`config.mk`:
```
export PLATFORM = sky130hd
export DESIGN_NAME = dmem_ctrl
export DESIGN_NICKNAME = d
export VERILOG_FILES = /design/src/rtl/dmem_pkg.sv /design/src/rtl/dmem_byte_lane.sv /design/src/rtl/dmem_ctrl.sv
export SDC_FILE = /design/constraint.sdc
export NUM_CORES = 1
export LEC_CHECK = 0
export ABC_AREA = 1
export ABC_CLOCK_PERIOD_IN_PS = 2850
export CAP_MARGIN = 20
export CORE_UTILIZATION = 38
export CTS_BUF_LIST = sky130_fd_sc_hd__clkbuf_8
export DETAILED_ROUTE_END_ITERATION = 8
export GPL_TIMING_DRIVEN = 0
export PLACE_DENSITY = 0.79
export SKIP_CTS_REPAIR_TIMING = 1
export SYNTH_ARGS = -nofsm -noshare
export SYNTH_HDL_FRONTEND = slang
export SYNTH_SLANG_ARGS = --single-unit
```
`constraint.sdc`:
```
create_clock -name clk -period 2.85 [get_ports clk]
set_input_delay 0.57 -clock clk [delete_from_list [all_inputs] [get_ports clk]]
set_output_delay 0.57 -clock clk [all_outputs]
set_load 0.01 [all_outputs]
```
`src/rtl/dmem_pkg.sv`:
```
// Shared encodings for the two-port data-memory controller: access sizes,
// controller states and the default starvation limit for the DMA port.
package dmem_pkg;

  localparam int STARVE_LIMIT_DEF = 4;

  typedef enum logic [1:0] {
    SZ_BYTE     = 2'b00,
    SZ_HALF     = 2'b01,
    SZ_WORD     = 2'b10,
    SZ_WORD_ALT = 2'b11
  } size_e;

  typedef enum logic [1:0] {
    IDLE      = 2'd0,
    LOAD_RESP = 2'd1,
    RMW_WR    = 2'd2,
    ERR_RESP  = 2'd3
  } state_e;

  // Bytes never fault; halves need an even address; words need a word address.
  function automatic logic misaligned(input logic [1:0] size, input logic [1:0] lo);
    case (size)
      SZ_BYTE: misaligned = 1'b0;
      SZ_HALF: misaligned = lo[0];
      default: misaligned = |lo;
    endcase
  endfunction

endpackage

```
`src/rtl/dmem_byte_lane.sv`:
```
// Byte-lane steering: merges store data into a memory word and extracts /
// extends the addressed lane of a memory word for loads.
module dmem_byte_lane
  import dmem_pkg::*;
(
  input  logic [31:0] mem_word,
  input  logic [31:0] wdata,
  input  logic [1:0]  lo,
  input  logic [1:0]  size,
  input  logic        uns,
  output logic [31:0] merged,
  output logic [31:0] ext
);

  logic [4:0]  shamt;
  logic [31:0] lane_mask;
  logic [31:0] shifted;

  always_comb begin
    shamt = {lo, 3'b000};
    case (size)
      SZ_BYTE: lane_mask = 32'h0000_00ff << shamt;
      SZ_HALF: lane_mask = 32'h0000_ffff << shamt;
      default: lane_mask = 32'hffff_ffff;
    endcase
    merged  = (mem_word & ~lane_mask) | ((wdata << shamt) & lane_mask);
    shifted = mem_word >> shamt;
    case (size)
      SZ_BYTE: ext = {{24{~uns & shifted[7]}}, shifted[7:0]};
      SZ_HALF: ext = {{16{~uns & shifted[15]}}, shifted[15:0]};
      default: ext = mem_word;
    endcase
  end

endmodule

```
`src/rtl/dmem_ctrl.sv`:
```
// Two-port (CPU / DMA) data-memory controller with starvation-limited priority,
// sub-word read-modify-write stores and misalignment error responses.
module dmem_ctrl
  import dmem_pkg::*;
#(
  parameter int STARVE_LIMIT = STARVE_LIMIT_DEF,
  parameter int ADDR_W       = 14
) (
  input  logic              clk,
  input  logic              reset,
  input  logic              p0_req,
  input  logic              p0_we,
  input  logic [ADDR_W+1:0] p0_addr,
  input  logic [1:0]        p0_size,
  input  logic              p0_unsigned,
  input  logic [31:0]       p0_wdata,
  output logic              p0_gnt,
  output logic              p0_rvalid,
  output logic              p0_wdone,
  output logic              p0_err,
  output logic [31:0]       p0_rdata,
  input  logic              p1_req,
  input  logic              p1_we,
  input  logic [ADDR_W+1:0] p1_addr,
  input  logic [1:0]        p1_size,
  input  logic              p1_unsigned,
  input  logic [31:0]       p1_wdata,
  output logic              p1_gnt,
  output logic              p1_rvalid,
  output logic              p1_wdone,
  output logic              p1_err,
  output logic [31:0]       p1_rdata,
  output logic              mem_read,
  output logic              mem_write,
  output logic [ADDR_W-1:0] mem_address,
  output logic [31:0]       mem_write_data,
  input  logic [31:0]       mem_read_data
);

  localparam int CNT_W = $clog2(STARVE_LIMIT + 1);

  state_e            state_q, state_d;
  logic [CNT_W-1:0]  wait_q, wait_d;
  logic              owner_q, owner_d;
  logic              wdone_q, wdone_d;
  logic              we_q, we_d, uns_q, uns_d;
  logic [1:0]        size_q, size_d, lo_q, lo_d;
  logic [ADDR_W-1:0] addr_q, addr_d;
  logic [31:0]       wdata_q, wdata_d;

  logic              can_grant, p1_wins, gnt_any, sel;
  logic              g_we, g_uns, g_mis;
  logic [1:0]        g_size;
  logic [ADDR_W+1:0] g_addr;
  logic [31:0]       g_wdata;
  logic              resp_load, resp_err;
  logic [31:0]       merged, ext;

  // Lane logic always works on the recorded request and the returning word.
  dmem_byte_lane u_lane (
    .mem_word (mem_read_data),
    .wdata    (wdata_q),
    .lo       (lo_q),
    .size     (size_q),
    .uns      (uns_q),
    .merged   (merged),
    .ext      (ext)
  );

  always_comb begin
    can_grant = !reset && (state_q != RMW_WR);
    p1_wins   = p1_req && (!p0_req || (wait_q == CNT_W'(STARVE_LIMIT)));
    p0_gnt    = can_grant && p0_req && !p1_wins;
    p1_gnt    = can_grant && p1_wins;
    gnt_any   = p0_gnt || p1_gnt;
    sel       = p1_wins;
    g_we      = sel ? p1_we       : p0_we;
    g_uns     = sel ? p1_unsigned : p0_unsigned;
    g_size    = sel ? p1_size     : p0_size;
    g_addr    = sel ? p1_addr     : p0_addr;
    g_wdata   = sel ? p1_wdata    : p0_wdata;
    g_mis     = misaligned(g_size, g_addr[1:0]);
  end

  always_comb begin
    state_d        = IDLE;
    wait_d         = wait_q;
    owner_d        = owner_q;
    wdone_d        = 1'b0;
    we_d           = we_q;
    uns_d          = uns_q;
    size_d         = size_q;
    lo_d           = lo_q;
    addr_d         = addr_q;
    wdata_d        = wdata_q;
    mem_read       = 1'b0;
    mem_write      = 1'b0;
    mem_address    = g_addr[ADDR_W+1:2];
    mem_write_data = g_wdata;

    if (p1_gnt)
      wait_d = '0;
    else if (p1_req && (wait_q != CNT_W'(STARVE_LIMIT)))
      wait_d = wait_q + 1'b1;

    if (state_q == RMW_WR) begin
      mem_write      = !reset;
      mem_address    = addr_q;
      mem_write_data = merged;
      wdone_d        = !reset;
    end else if (gnt_any) begin
      owner_d = sel;
      we_d    = g_we;
      uns_d   = g_uns;
      size_d  = g_size;
      lo_d    = g_addr[1:0];
      addr_d  = g_addr[ADDR_W+1:2];
      wdata_d = g_wdata;
      if (g_mis) begin
        state_d = ERR_RESP;
      end else if (!g_we) begin
        mem_read = 1'b1;
        state_d  = LOAD_RESP;
      end else if (g_size[1]) begin
        mem_write = 1'b1;
        wdone_d   = 1'b1;
      end else begin
        // Sub-word store: fetch the word now, write the merged word next cycle.
        mem_read = 1'b1;
        state_d  = RMW_WR;
      end
    end
  end

  always_comb begin
    resp_load = (state_q == LOAD_RESP);
    resp_err  = (state_q == ERR_RESP);
    p0_rvalid = !owner_q && (resp_load || (resp_err && !we_q));
    p1_rvalid =  owner_q && (resp_load || (resp_err && !we_q));
    p0_wdone  = !owner_q && (wdone_q || (resp_err && we_q));
    p1_wdone  =  owner_q && (wdone_q || (resp_err && we_q));
    p0_err    = !owner_q && resp_err;
    p1_err    =  owner_q && resp_err;
    p0_rdata  = (!owner_q && resp_load) ? ext : 32'h0;
    p1_rdata  = ( owner_q && resp_load) ? ext : 32'h0;
  end

  always_ff @(posedge clk or posedge reset) begin
    if (reset) begin
      state_q <= IDLE;
      wait_q  <= '0;
      owner_q <= 1'b0;
      wdone_q <= 1'b0;
    end else begin
      state_q <= state_d;
      wait_q  <= wait_d;
      owner_q <= owner_d;
      wdone_q <= wdone_d;
    end
  end

  always_ff @(posedge clk) begin
    we_q    <= we_d;
    uns_q   <= uns_d;
    size_q  <= size_d;
    lo_q    <= lo_d;
    addr_q  <= addr_d;
    wdata_q <= wdata_d;
  end

endmodule

```
==> impl_metrics.env, run 1 <==
export IMPL_clock_sink_count=59
export IMPL_nets=1282
export IMPL_grt_max_degree=43
export IMPL_number_of_antenna_violations_at_the_first_check_in_global_routing=0
export IMPL_drive_gt1_frac=0.115
export IMPL_horizontal_extent_of_the_die_um=120
export IMPL_path_class="in -> out"
export IMPL_post_synth_cell_area_avg_um2=6.23
export IMPL_pwr_share_seq=0.289
export IMPL_min_delay_path_class="reg -> reg"
export IMPL_number_of_clock_buffers_inserted_by_tritoncts=9
export IMPL_synthDistinctLibCells=35
export IMPL_netlist_area_um2=5250
export IMPL_final_period_utilization=1.08
export IMPL_gpl_final_weighted_congestion=0.919
export IMPL_synthToLayoutAreaGrowth_pct=68.8
export IMPL_p_comb_frac=0.553
export IMPL_vias_per_cell=5.11
export IMPL_gr_usage_all_layers=0.297
export IMPL_port_buffers=259
export IMPL_finalMaxSlewViolations=0
export IMPL_core_area_um2=13300
export IMPL_grt_pass1_vias=6023
export IMPL_power_switching_mw=1.65
export IMPL_p_per_area_nw_per_um2=461
export IMPL_maxCapViolations=0
export IMPL_globalRouteOverflowTotal=0
export IMPL_cts_root_buffer_cell="clkbuf_8"
export IMPL_route_detailed_wl_per_inst_um=16.7
export IMPL_multi_input_comb_area_um2=2980
export IMPL_number_of_cells_traversed_by_the_worst_register_to_register_path=10
export IMPL_swShare=0.404
export IMPL_critical_path_max_fanout=10
export IMPL_cts_max_level=3
export IMPL_synth_top_flop_cell="edfxtp_1"
export IMPL_ff_latch_area_um2=1740
export IMPL_crit_arrival_ns=2.51
export IMPL_initial_utilization=0.393
export IMPL_status="finished with violations"
export IMPL_timing_slew_headroom=0.585
export IMPL_finalSetupViolCount=13
export IMPL_hold_viol=0
export IMPL_drt_drc_violations_left=0
export IMPL_ioPinCount=260
export IMPL_synthArstFlopShare=0.119
export IMPL_number_of_nets_with_antenna_violations_after_detailed_routing=0
export IMPL_worst_endpoint_required_ns=2.28
export IMPL_dr_first_iter_drc_count=514
export IMPL_pwr_share_clk=0.158
export IMPL_startpoint_type="input pin"
export IMPL_critPathCaptureType="output pin"
export IMPL_vdd_drop_max_v=0.000249
export IMPL_rsz0062_at_grt="true"
export IMPL_floorplan_rows=42
export IMPL_insertedDiodeCount=0
export IMPL_clk_path_buf_depth=2
export IMPL_hold_path_cell_count=1
export IMPL_synth_enable_flop_cells=52
export IMPL_dieHeight_um=120
export IMPL_timing_worst_slew_pin_value_ns=0.623
export IMPL_synth_warning_count=0
export IMPL_synth_ff_latch_count=59
export IMPL_tritoncts_clock_tree="yes"
export IMPL_cellLeakagePower_nw=5.52
export IMPL_final_total_power_mw=4.09
export IMPL_clock_insertion_delay_at_the_later_pin_of_the_skew_report_ns=0.35
export IMPL_finish_utilization=0.664
export IMPL_synth_largest_area_cell="edfxtp_1"
export IMPL_power_internal_mw=2.43
export IMPL_least_setup_slack_across_all_paths_after_layout_ns=-0.229
export IMPL_layout_min_cycle_time_ns=3.08
export IMPL_syn_num_nets=985
export IMPL_die_area_um2=14300
export IMPL_routed_via_count=6750
export IMPL_yosysTopAreaCellShare=0.297
export IMPL_clock_skew_final_ns=0.00989
export IMPL_grt_first_pass_wirelength_mm=32.4
export IMPL_filler_cell_count=1228
export IMPL_cts_reportedPaths_clkPinSlew_ns=0.07
export IMPL_violated_checks="negative setup slack"
export IMPL_postSynthCellCount=843
export IMPL_max_freq_ghz=0.325
export IMPL_drt_first_pass_iters=5
export IMPL_netlist_top_cells_area="edfxtp_1 30%, nand2_1 26%, inv_1 6.7%, nand3_1 4.9%, nor2_1 4.9%"
export IMPL_synth_seq_area_share=0.331
export IMPL_detailedPlacementHpwl_mm=17.0
export IMPL_wl_mm=22.0
## layout by cell type, fill, tap and decap left out, types with 9 or more instances in the layout
cell	n
a31oi_1	18
clkbuf_8	10
clkdlybuf4s50_1	159
nand3_2	12
buf_6	11
dlymetal6s2s_1	91
o211ai_1	10
buf_2	9
nand3_1	48
o21ai_1	9
nor2_1	66
a21oi_1	21
inv_1	96
buf_4	29
o21ai_0	38
edfxtp_1	52
a22oi_1	10
clkbuf_2	17
nand2_1	365
## cells by family (layout without fill, tap and decap cells)
| group | count (synthesis) | count (layout) | synth area share |
|---|---|---|---|
| buffers and inverters | 145 | 447 | 0.123 |
| adder cells (fa/ha/maj) | 2 | 2 | 0.00476 |
| multiplexers | 1 | 1 | 0.00191 |
| flip-flops | 59 | 59 | 0.331 |
| AND/OR/NAND/NOR | 522 | 522 | 0.412 |
| AO/OA/AOI/OAI | 114 | 114 | 0.128 |
## synthesized netlist by cell type (2+ instances only)
cell type  count
o21a_1         2
a31oi_1       19
nor3_1         4
nand4_1        5
buf_1          2
inv_2          3
o21ai_1        5
a22oi_1       12
or2_2          5
edfxtp_1      52
nand2_2        5
nand2_1      369
o21ai_0       42
a21oi_1       22
dfrtp_1        7
nor2_1        68
clkbuf_1      15
buf_2         14
o211ai_1      10
nor2_4         2
nand3_1       51
nand3_2       10
ha_1           2
buf_4          8
buf_6          6
inv_1         94
## sequential cells by signal, summed over array words and instances (netlist names)
signal   flops
size_q       2
state_q      2
owner_q      1
uns_q        1
addr_q      14
we_q         1
wait_q       3
wdata_q     32
wdone_q      1
lo_q         2
## path summary, 6_finish.rpt
| check | slack, ns | from | end |
|---|---|---|---|
| min reg2reg | 0.48 | wait_q[2] | wait_q[2] |
| max | -0.23 | mem_read_data[23] | p0_rdata[14] |
| max in group asynchronous | 2.14 | reset | wait_q[0] |
| min in group asynchronous | 0.52 | reset | state_q[0] |
| max reg2reg | 0.99 | wait_q[0] | wdata_q[15] |
| min | 0.48 | wait_q[2] | wait_q[2] |
## stage by stage
stage	cells	setup slack [ns]	hold slack, ns	TNS [ns]	instance area (um2)
after floorplan	843	0.0862	0.398	0	5250
after global routing	1321	-0.309	0.509	-2.89	8860
final	1321	-0.229	0.484	-0.910	8860
after detailed placement	1279	-1.06	0.458	-36.69	8080
after CTS	1295	-1.09	0.467	-39.10	8240
after global placement	1278	-1.49	0.455	-58.09	8060
## worst max-delay path, stage by stage
cell and delay (ns):
clkdlybuf4s50_1 0.50, inv_2 0.09, nand2_1 0.07, nand3_1 0.09, nand3_1 0.12, nand2_2 0.12, buf_6 0.18, nand3_1 0.10
nand2_1 0.09, inv_1 0.06, clkdlybuf4s50_1 0.52
## cell type report
cell class                      instances  share of cell area
Sequential cell                        59               0.196
Clock buffer                           10              0.0155
Multi-Input combinational cell        639               0.336
Inverter                              100              0.0457
Clock inverter                          6             0.00254
Timing Repair Buffer                  286               0.342
Tap cell                              176              0.0248
Buffer                                 45              0.0375
## layer usage
layer | track usage | share of wire
met4 | 0.0852 | 0.024
met1 | 0.374 | 0.39
met5 | 0 | 0
met2 | 0.513 | 0.49
met3 | 0.0585 | 0.10
## power by group through the flow
stage / combinational (mW) / clock (mW) / sequential (mW)
global route: 2.45 / 0.697 / 1.19
CTS: 2.14 / 0.651 / 1.18
finish: 2.26 / 0.648 / 1.18
global placement: 2.11 / 0 / 1.20
detailed placement: 2.13 / 0 / 1.20
floorplan: 1.10 / 0 / 1.17
No activity file was read; power rests on OpenSTA's default activity.
==> run 2: changes to the inputs <==
--- a/config.mk
+++ b/config.mk
@@ -10,6 +10,7 @@
 export CAP_MARGIN = 20
 export CORE_UTILIZATION = 38
 export CTS_BUF_LIST = sky130_fd_sc_hd__clkbuf_8
+export CTS_CLUSTER_DIAMETER = 50
 export DETAILED_ROUTE_END_ITERATION = 8
 export GPL_TIMING_DRIVEN = 0
 export PLACE_DENSITY = 0.79
==> results of run 2 <==
The final DEF is identical to that of run 1; final timing and power are the same.
